## src/rtl/nsdp_error_arbiter.sv

```systemverilog
// nsdp_error_arbiter
//   Arbitrates the error records of the two NSDP packet checkers into one
//   shared snapshot buffer (code + data + channel). Software arms capture
//   with a one-cycle pulse. The first accepted record after arming is frozen
//   until the next arm or clear. Per-channel saturating error counters run
//   at all times.
//
//   Optional: define NSDP_ERR_TIMESTAMP_EN to build a free-running 32-bit
//   cycle counter. cap_time then latches that counter on capture. Without
//   the macro, cap_time is tied to 0.
//
// Ports
//   clk, resetn                  clock, synchronous active-low reset
//   chN_err_valid/ready          per-channel record handshake (ready is comb)
//   chN_err_code/data            per-channel error record payload
//   arm, clear                   software pulses
//   state                        0=IDLE 1=ARMED 2=HELD
//   cap_valid/channel/code/data  captured snapshot
//   cap_time                     capture timestamp (0 when feature off)
//   chN_err_count                accepted errors since clear (saturating)
//   irq                          one-cycle pulse following a capture
module nsdp_error_arbiter #(
  parameter int DATA_W = 512,
  parameter int CODE_W = 15,
  parameter int CNT_W  = 32
) (
  input  logic              clk,
  input  logic              resetn,
  input  logic              ch0_err_valid,
  output logic              ch0_err_ready,
  input  logic [CODE_W-1:0] ch0_err_code,
  input  logic [DATA_W-1:0] ch0_err_data,
  input  logic              ch1_err_valid,
  output logic              ch1_err_ready,
  input  logic [CODE_W-1:0] ch1_err_code,
  input  logic [DATA_W-1:0] ch1_err_data,
  input  logic              arm,
  input  logic              clear,
  output logic [1:0]        state,
  output logic              cap_valid,
  output logic              cap_channel,
  output logic [CODE_W-1:0] cap_code,
  output logic [DATA_W-1:0] cap_data,
  output logic [31:0]       cap_time,
  output logic [CNT_W-1:0]  ch0_err_count,
  output logic [CNT_W-1:0]  ch1_err_count,
  output logic              irq
);

  typedef enum logic [1:0] {
    S_IDLE  = 2'd0,
    S_ARMED = 2'd1,
    S_HELD  = 2'd2
  } state_t;

  state_t            r_state, w_state_nxt;
  logic              r_last_grant;
  logic              r_cap_valid, r_cap_channel, r_irq;
  logic [CODE_W-1:0] r_cap_code;
  logic [DATA_W-1:0] r_cap_data;
  logic [CNT_W-1:0]  r_cnt0, r_cnt1;
  logic              w_g0, w_g1, w_xfer, w_capture, w_rearm;
  logic [31:0]       w_now;

  // Round-robin on ties: the channel that did not win last gets the grant.
  // Gating with resetn keeps both readys low while reset is asserted.
  assign w_g0   = resetn && ch0_err_valid && (!ch1_err_valid || r_last_grant);
  assign w_g1   = resetn && ch1_err_valid && (!ch0_err_valid || !r_last_grant);
  assign w_xfer = w_g0 || w_g1;

  assign ch0_err_ready = w_g0;
  assign ch1_err_ready = w_g1;

  // clear overrides everything. A transfer in the arm cycle is never
  // captured, because capture happens only out of ARMED.
  always_comb begin
    w_state_nxt = r_state;
    w_capture   = 1'b0;
    w_rearm     = 1'b0;
    if (clear) begin
      w_state_nxt = S_IDLE;
    end else begin
      case (r_state)
        S_IDLE:  if (arm) w_state_nxt = S_ARMED;
        S_ARMED: if (w_xfer) begin
          w_capture   = 1'b1;
          w_state_nxt = S_HELD;
        end
        S_HELD:  if (arm) begin
          w_rearm     = 1'b1;
          w_state_nxt = S_ARMED;
        end
        default: w_state_nxt = S_IDLE;
      endcase
    end
  end

`ifdef NSDP_ERR_TIMESTAMP_EN
  // Free-running counter; clear leaves it alone.
  logic [31:0] r_cyc;
  always_ff @(posedge clk) begin
    if (!resetn) r_cyc <= '0;
    else         r_cyc <= r_cyc + 32'd1;
  end
  assign w_now = r_cyc;
`else
  assign w_now = '0;
`endif

  always_ff @(posedge clk) begin
    if (!resetn) begin
      r_state       <= S_IDLE;
      r_last_grant  <= 1'b1;
      r_cap_valid   <= 1'b0;
      r_cap_channel <= 1'b0;
      r_cap_code    <= '0;
      r_cap_data    <= '0;
      cap_time      <= '0;
      r_cnt0        <= '0;
      r_cnt1        <= '0;
      r_irq         <= 1'b0;
    end else begin
      r_state <= w_state_nxt;
      r_irq   <= w_capture;
      if (w_xfer) r_last_grant <= w_g1;

      if (clear) begin
        r_cnt0 <= '0;
        r_cnt1 <= '0;
      end else begin
        if (w_g0 && r_cnt0 != {CNT_W{1'b1}}) r_cnt0 <= r_cnt0 + CNT_W'(1);
        if (w_g1 && r_cnt1 != {CNT_W{1'b1}}) r_cnt1 <= r_cnt1 + CNT_W'(1);
      end

      if (clear || w_rearm) r_cap_valid <= 1'b0;
      else if (w_capture)   r_cap_valid <= 1'b1;

      if (w_capture) begin
        r_cap_channel <= w_g1;
        r_cap_code    <= w_g1 ? ch1_err_code : ch0_err_code;
        r_cap_data    <= w_g1 ? ch1_err_data : ch0_err_data;
        cap_time      <= w_now;
      end
    end
  end

  assign state         = r_state;
  assign cap_valid     = r_cap_valid;
  assign cap_channel   = r_cap_channel;
  assign cap_code      = r_cap_code;
  assign cap_data      = r_cap_data;
  assign ch0_err_count = r_cnt0;
  assign ch1_err_count = r_cnt1;
  assign irq           = r_irq;

endmodule
```

## config.mk

```make
export PLATFORM = sky130hd
export DESIGN_NAME = nsdp_error_arbiter
export DESIGN_NICKNAME = d
export VERILOG_FILES = /design/src/rtl/nsdp_error_arbiter.sv
export SDC_FILE = /design/constraint.sdc
export NUM_CORES = 1
export LEC_CHECK = 0
export ABC_AREA = 1
export CORE_AREA = 2 2 650 652
export CTS_CLUSTER_DIAMETER = 60
export DETAILED_ROUTE_END_ITERATION = 12
export DIE_AREA = 0 0 652 654
export PLACE_DENSITY = 0.3
export SYNTH_ARGS = -nofsm -noshare
export SYNTH_HDL_FRONTEND = slang
export SYNTH_SLANG_ARGS = --single-unit
```

## constraint.sdc

```tcl
create_clock -name clk -period 2.2 [get_ports clk]
set_input_delay 0.44 -clock clk [delete_from_list [all_inputs] [get_ports clk]]
set_output_delay 0.44 -clock clk [all_outputs]
set_load 0.02 [all_outputs]
```

* After elaboration in Yosys (flattened, before gate mapping)
Index checks and enable logic that the tools add are counted.
** Storage, ports and cells
- Memories :: 0
- Output and inout bits :: 630
- Bits in latches :: 0
- Flip-flop bits (word level) :: 597
- Memory bits (read-only) :: 0
- Memory bits (writable) :: 0
- Input port bits :: 1060
** Cells by class
- Bitwise logic cells :: 1
- Shifts and indexed selects :: 0
- Multipliers :: 0
- Add/subtract/negate cells :: 2
- Multiplexer cells :: 11
- Equal/unequal tests :: 6
- Divide/modulo/power cells :: 0
- $lt $le $gt $ge :: 0
- Reductions and logical operators :: 18
** Operators by type and width (count)
- 512-bit 2-to-1 mux :: 1
- 32-bit by 1-bit adder with 32-bit output (second input constant) :: 2
- 32-bit inequality test (second input constant) :: 2
- 15-bit 2-to-1 mux :: 1
- 1-bit logical AND :: 6
- 1-bit 2-to-1 mux :: 6
- 2-bit OR reduction :: 3
- 1-bit logical OR :: 4
- 2-bit 2-to-1 mux :: 2
- 2-bit one-hot mux with 2 select lines :: 1
- 1-bit logical NOT :: 3
- 2-bit by 1-bit equality test with 1-bit output (second input constant) :: 1
- 2-bit equality test (second input constant) :: 1
- 2-bit logical NOT :: 1
- 2-bit by 1-bit inequality test with 1-bit output (second input constant) :: 1
- 2-bit inequality test (second input constant) :: 1
- 2-bit AND reduction :: 1
- 1-bit inverter :: 1

* Logic depth before layout (Yosys ltp)
- Depth in word-level cells :: 7
- Gate-level depth with buffers :: 12

* Worst setup path before layout
OpenSTA, ideal clock, no wires.
- Kind :: flip-flop to flip-flop
- Start :: register r_cnt0[0] (netlist: ch0_err_count[0])
- End :: register r_cnt0[19] (netlist: ch0_err_count[19])
- Clock period less this slack :: 1.810 ns
- Setup time :: 0.115 ns
- Setup slack :: 0.390 ns
- Cell stages (with the launch flop) :: 10
- Arrival time :: 1.695 ns
- Path through :: dfxtp_1 > ha_1 > nand2_1 > nor2_1 > nand2_1 > nor2_4 > nand2_2 > buf_2 > a21oi_1 > nor2_1
** Between the ends
- Longest elaborated chain between the ends :: 2
- Elaborated cells between the ends (all ways) :: 3
- Classes of those cells :: 1 x add/sub; 1 x eq/ne; 1 x reduce/logical
** Ends and longest elaborated chain
- start: declaration :: line 61 : logic [CNT_W-1:0] r_cnt0, r_cnt1;
- start signal: assignment :: line 131 : if (w_g0 && r_cnt0 != {CNT_W{1'b1}}) r_cnt0 <= r_cnt0 + CNT_W'(1);
- branches (longest 2 deep; another with 32-bit by 1-bit adder with 32-bit output)
Parallel ways; which one is timed is not known.
A chain may end at the register's enable or synchronous reset.

* Worst setup path in the final report
- Start :: register r_cap_data[403] (netlist: cap_data[403])
- End :: output cap_data[403]
** RTL lines
- start: declaration :: line 60 : logic [DATA_W-1:0] r_cap_data;
- start signal: assignment :: line 141 : r_cap_data <= w_g1 ? ch1_err_data : ch0_err_data;
- end: declaration :: line 43 : output logic [DATA_W-1:0] cap_data,
No word-level cell between the ends.

==> out/qor.csv <==
metric,value,unit
place_area,50900,um^2
post_synth.cell_area_avg,7.18,um^2
io_pins,1690,
layout.cells.most_common,sky130_fd_sc_hd__nand2_1,
synth_top_area_cell,sky130_fd_sc_hd__dfxtp_1,
hold_start,ch1_err_data[505],
layout_common_cells,"1243 x sky130_fd_sc_hd__nand2_1, 1058 x sky130_fd_sc_hd__clkdlybuf4s50_1, 573 x sky130_fd_sc_hd__dfxtp_1, 533 x sky130_fd_sc_hd__a31oi_1, 494 x sky130_fd_sc_hd__o21ai_0",
floorplan.initialDensity,0.0625,
status,finished clean,
die_w,652,um
startpoint_to_endpoint_class_of_the_critical_path,reg2out,
first_pass_iters,5,
critical_path.n_buffers_inverters,1,
timing_worst_slew_pin_value,0.593,ns
num-nets-final,6454,
grt_max_degree,102,
cellPowerDensity,637,nW/um^2
rrSetupSlack,0.14,ns
cts_inserted_buffers,114,
post_detailed_placement_half_perimeter_wirelength,300000,um
dieArea,426000,um^2
path_delay_family,buffers and inverters,
grt_remaining_overflow,0,
final_core_util,0.130,
routabilityCongestion,0.922,
p_leak,21.3,nW
crit-reg2reg-capture,cap_data[405]$_SDFFE_PN0P_,
hold_viol_final,0,
drive_above_1_share,0.126,
yosysWarnings,0,
worst_ep_arrival_time,1.68,ns
total_routing_resource_utilization_after_global_routing,0.151,
ff_latch_count_synth,597,
routed_via_density,3.25,
setup_violations,0,
synth_top_area_frac,0.456,
core_area,419000,um^2
yosys-top-cells-area,"sky130_fd_sc_hd__dfxtp_1 46%, sky130_fd_sc_hd__nand2_1 18%, sky130_fd_sc_hd__a31oi_1 13%",
portBuffers,1657,
cts-root-to-sink-buffers,4,
hold-path-cell-count,3,
netlist-cell-type-count,32,
count_of_nets_left_with_antenna_violations_after_detail_routing,0,
crit_path_cell_trace,clkdlybuf4s15_1,
number_of_design_rule_violations_left_after_detail_routing,0,
clock_insertion_delay_worst_skew,0.84,ns
die-height,654,um
reg2reg_depth,7,
finalMaxSlewViolations,0,
detail_route.wl_per_cell,30.5,um
timing.fmax,471,MHz
core.rowCount,238,
vias,35900,
rsz0062_at_grt,no,
total_power,0.0347,W
timing.critical_path.slowest_stage_cell,sky130_fd_sc_hd__clkdlybuf4s15_1,
critical_path_required,1.76,ns
ctsRootBufferMaster,sky130_fd_sc_hd__clkbuf_16,
detailedRoute.firstIterationViolations,2804,
timing.max_slew.rel_slack,0.605,
synth_sequential_area_ratio,0.456,
clock_tree.htree_level_count,3,
critical_path.max_fanout,2,
r2r-start,r_last_grant$_SDFFE_PN1P_,
global_route_wire_length_before_repair,414000,um
timing.hold.worst.class,in2reg,
max_stage_delay,0.48,ns
cells_after_synth,3650,
min_to,cap_data[505]$_SDFFE_PN0P_,
tritoncts,yes,
postRouteWirelength,337000,um
final_min_period_over_clock_period,0.965,
via_count_of_the_first_global_routing_pass,34600,
irDropWorstVdd,0.625,mV
finalClockSkew,0.0366,ns
clock-sinks,597,
critPathCaptureType,primary output,
cp-start-kind,flop,
synthesis.area,26200,um^2
flow.area_growth_from_synthesis,108,%
min_period,2.12,ns
stdcell_area,54600,um^2
clk_pin_slew,0.06,ns
initial_antenna_violation_count,333,
drv.max_cap_violation_count,0,
==> per-layer routing <==
layer / part of all wire / GRT usage / up-vias / routed length [um]
met1: 0.40 / 0.181 / 17200 / 136000
met3: 0.098 / 0.0578 / 671 / 33000
met2: 0.47 / 0.258 / 1913 / 159000
li1: - / - / 16000 / -
met4: 0.024 / 0.0242 / 142 / 7930
met5: 0.0036 / 0.00555 / - / 1210
==> per-stage QoR <==
step	TNS (ns)	std cells	hold WS [ns]	worst slack, ns
finish	0	11000	0.167	0.0767
global route	0	11000	0.107	0.00309
CTS	0	11000	0.0543	0.000112
detailed placement	-131.22	10800	0.509	-0.379
global placement	-125.74	10800	0.507	-0.392
floorplan	0	3681	0.517	0.390
==> flip-flops by register name, indices dropped and copies added (netlist names) <==
signal         flops
cap_channel        1
cap_code          15
cap_data         512
cap_valid          1
ch0_err_count     32
ch1_err_count     32
irq                1
r_last_grant       1
state              2
==> worst max-delay path by stage <==
stage | from | end | slack (ns) | depth (start not counted)
finish | cap_data[403]$_SDFFE_PN0P_ | cap_data[403] | 0.08 | 1
global route | state[1]$_SDFFE_PP0P_ | state[1] | 0.003 | 1
CTS | ch1_err_count[2]$_SDFFE_PP0P_ | ch1_err_count[2] | 0.0001 | 2
detailed placement | ch0_err_valid | cap_data[358]$_SDFFE_PN0P_ | -0.38 | 10
global placement | ch0_err_valid | cap_data[331]$_SDFFE_PN0P_ | -0.39 | 10
floorplan | ch0_err_count[0]$_SDFFE_PP0P_ | ch0_err_count[19]$_SDFFE_PP0P_ | 0.39 | 9
==> logic make-up (layout without fill, tap and decap cells) <==
family / Yosys count / after routing / synth area share
AO/OA/AOI/OAI: 1109 / 1109 / 0.238
XOR/XNOR: 4 / 4 / 0.00134
adder cells (fa/ha/maj): 2 / 2 / 0.000954
buffers and inverters: 416 / 2208 / 0.0786
flip-flops: 597 / 597 / 0.456
other: 1 / 77 / 0.000143
AND/OR/NAND/NOR: 1521 / 1521 / 0.225
==> report_power, final <==
part	internal, W	switching [W]	leakage, nW
Clock	0.0113	0.00697	1.85
Combinational	0.00255	0.00274	14.6
Sequential	0.0110	0.000146	4.84
==> area by class of cell <==
cell class,count,area (um^2)
Inverter,76,300
Tap cell,5520,6910
Clock buffer,138,3110
Sequential cell,597,12000
Timing Repair Buffer,1935,19100
Multi-Input combinational cell,2668,12300
Fill cell,48300,365000
Antenna cell,45,113
Clock inverter,59,689
==> timing repair <==
| action | CTS | global route |
|---|---|---|
| endpoints found under the hold margin | 1 | 0 |
| setup buffers | 5 | 0 |
| setup endpoints to repair | 537 | 8 |
| resized for setup | 840 | 6 |
| hold buffers | 1 | 0 |
| pin swaps | 1 | 0 |
| cloned | 0 | 0 |
==> Yosys cell counts, drive strengths merged <==
master,count
nand2,1251
dfxtp,597
a31oi,533
o21ai,530
buf,242
nor2,169
clkbuf,98
nand3,80
inv,74
a21oi,44
nand4,17
xnor2,3
clkinv,2
ha,2
nand3b,2
conb,1
nor3,1
nor3b,1
o211ai,1
o31ai,1
xor2,1
(Power assumes the default switching activity.)
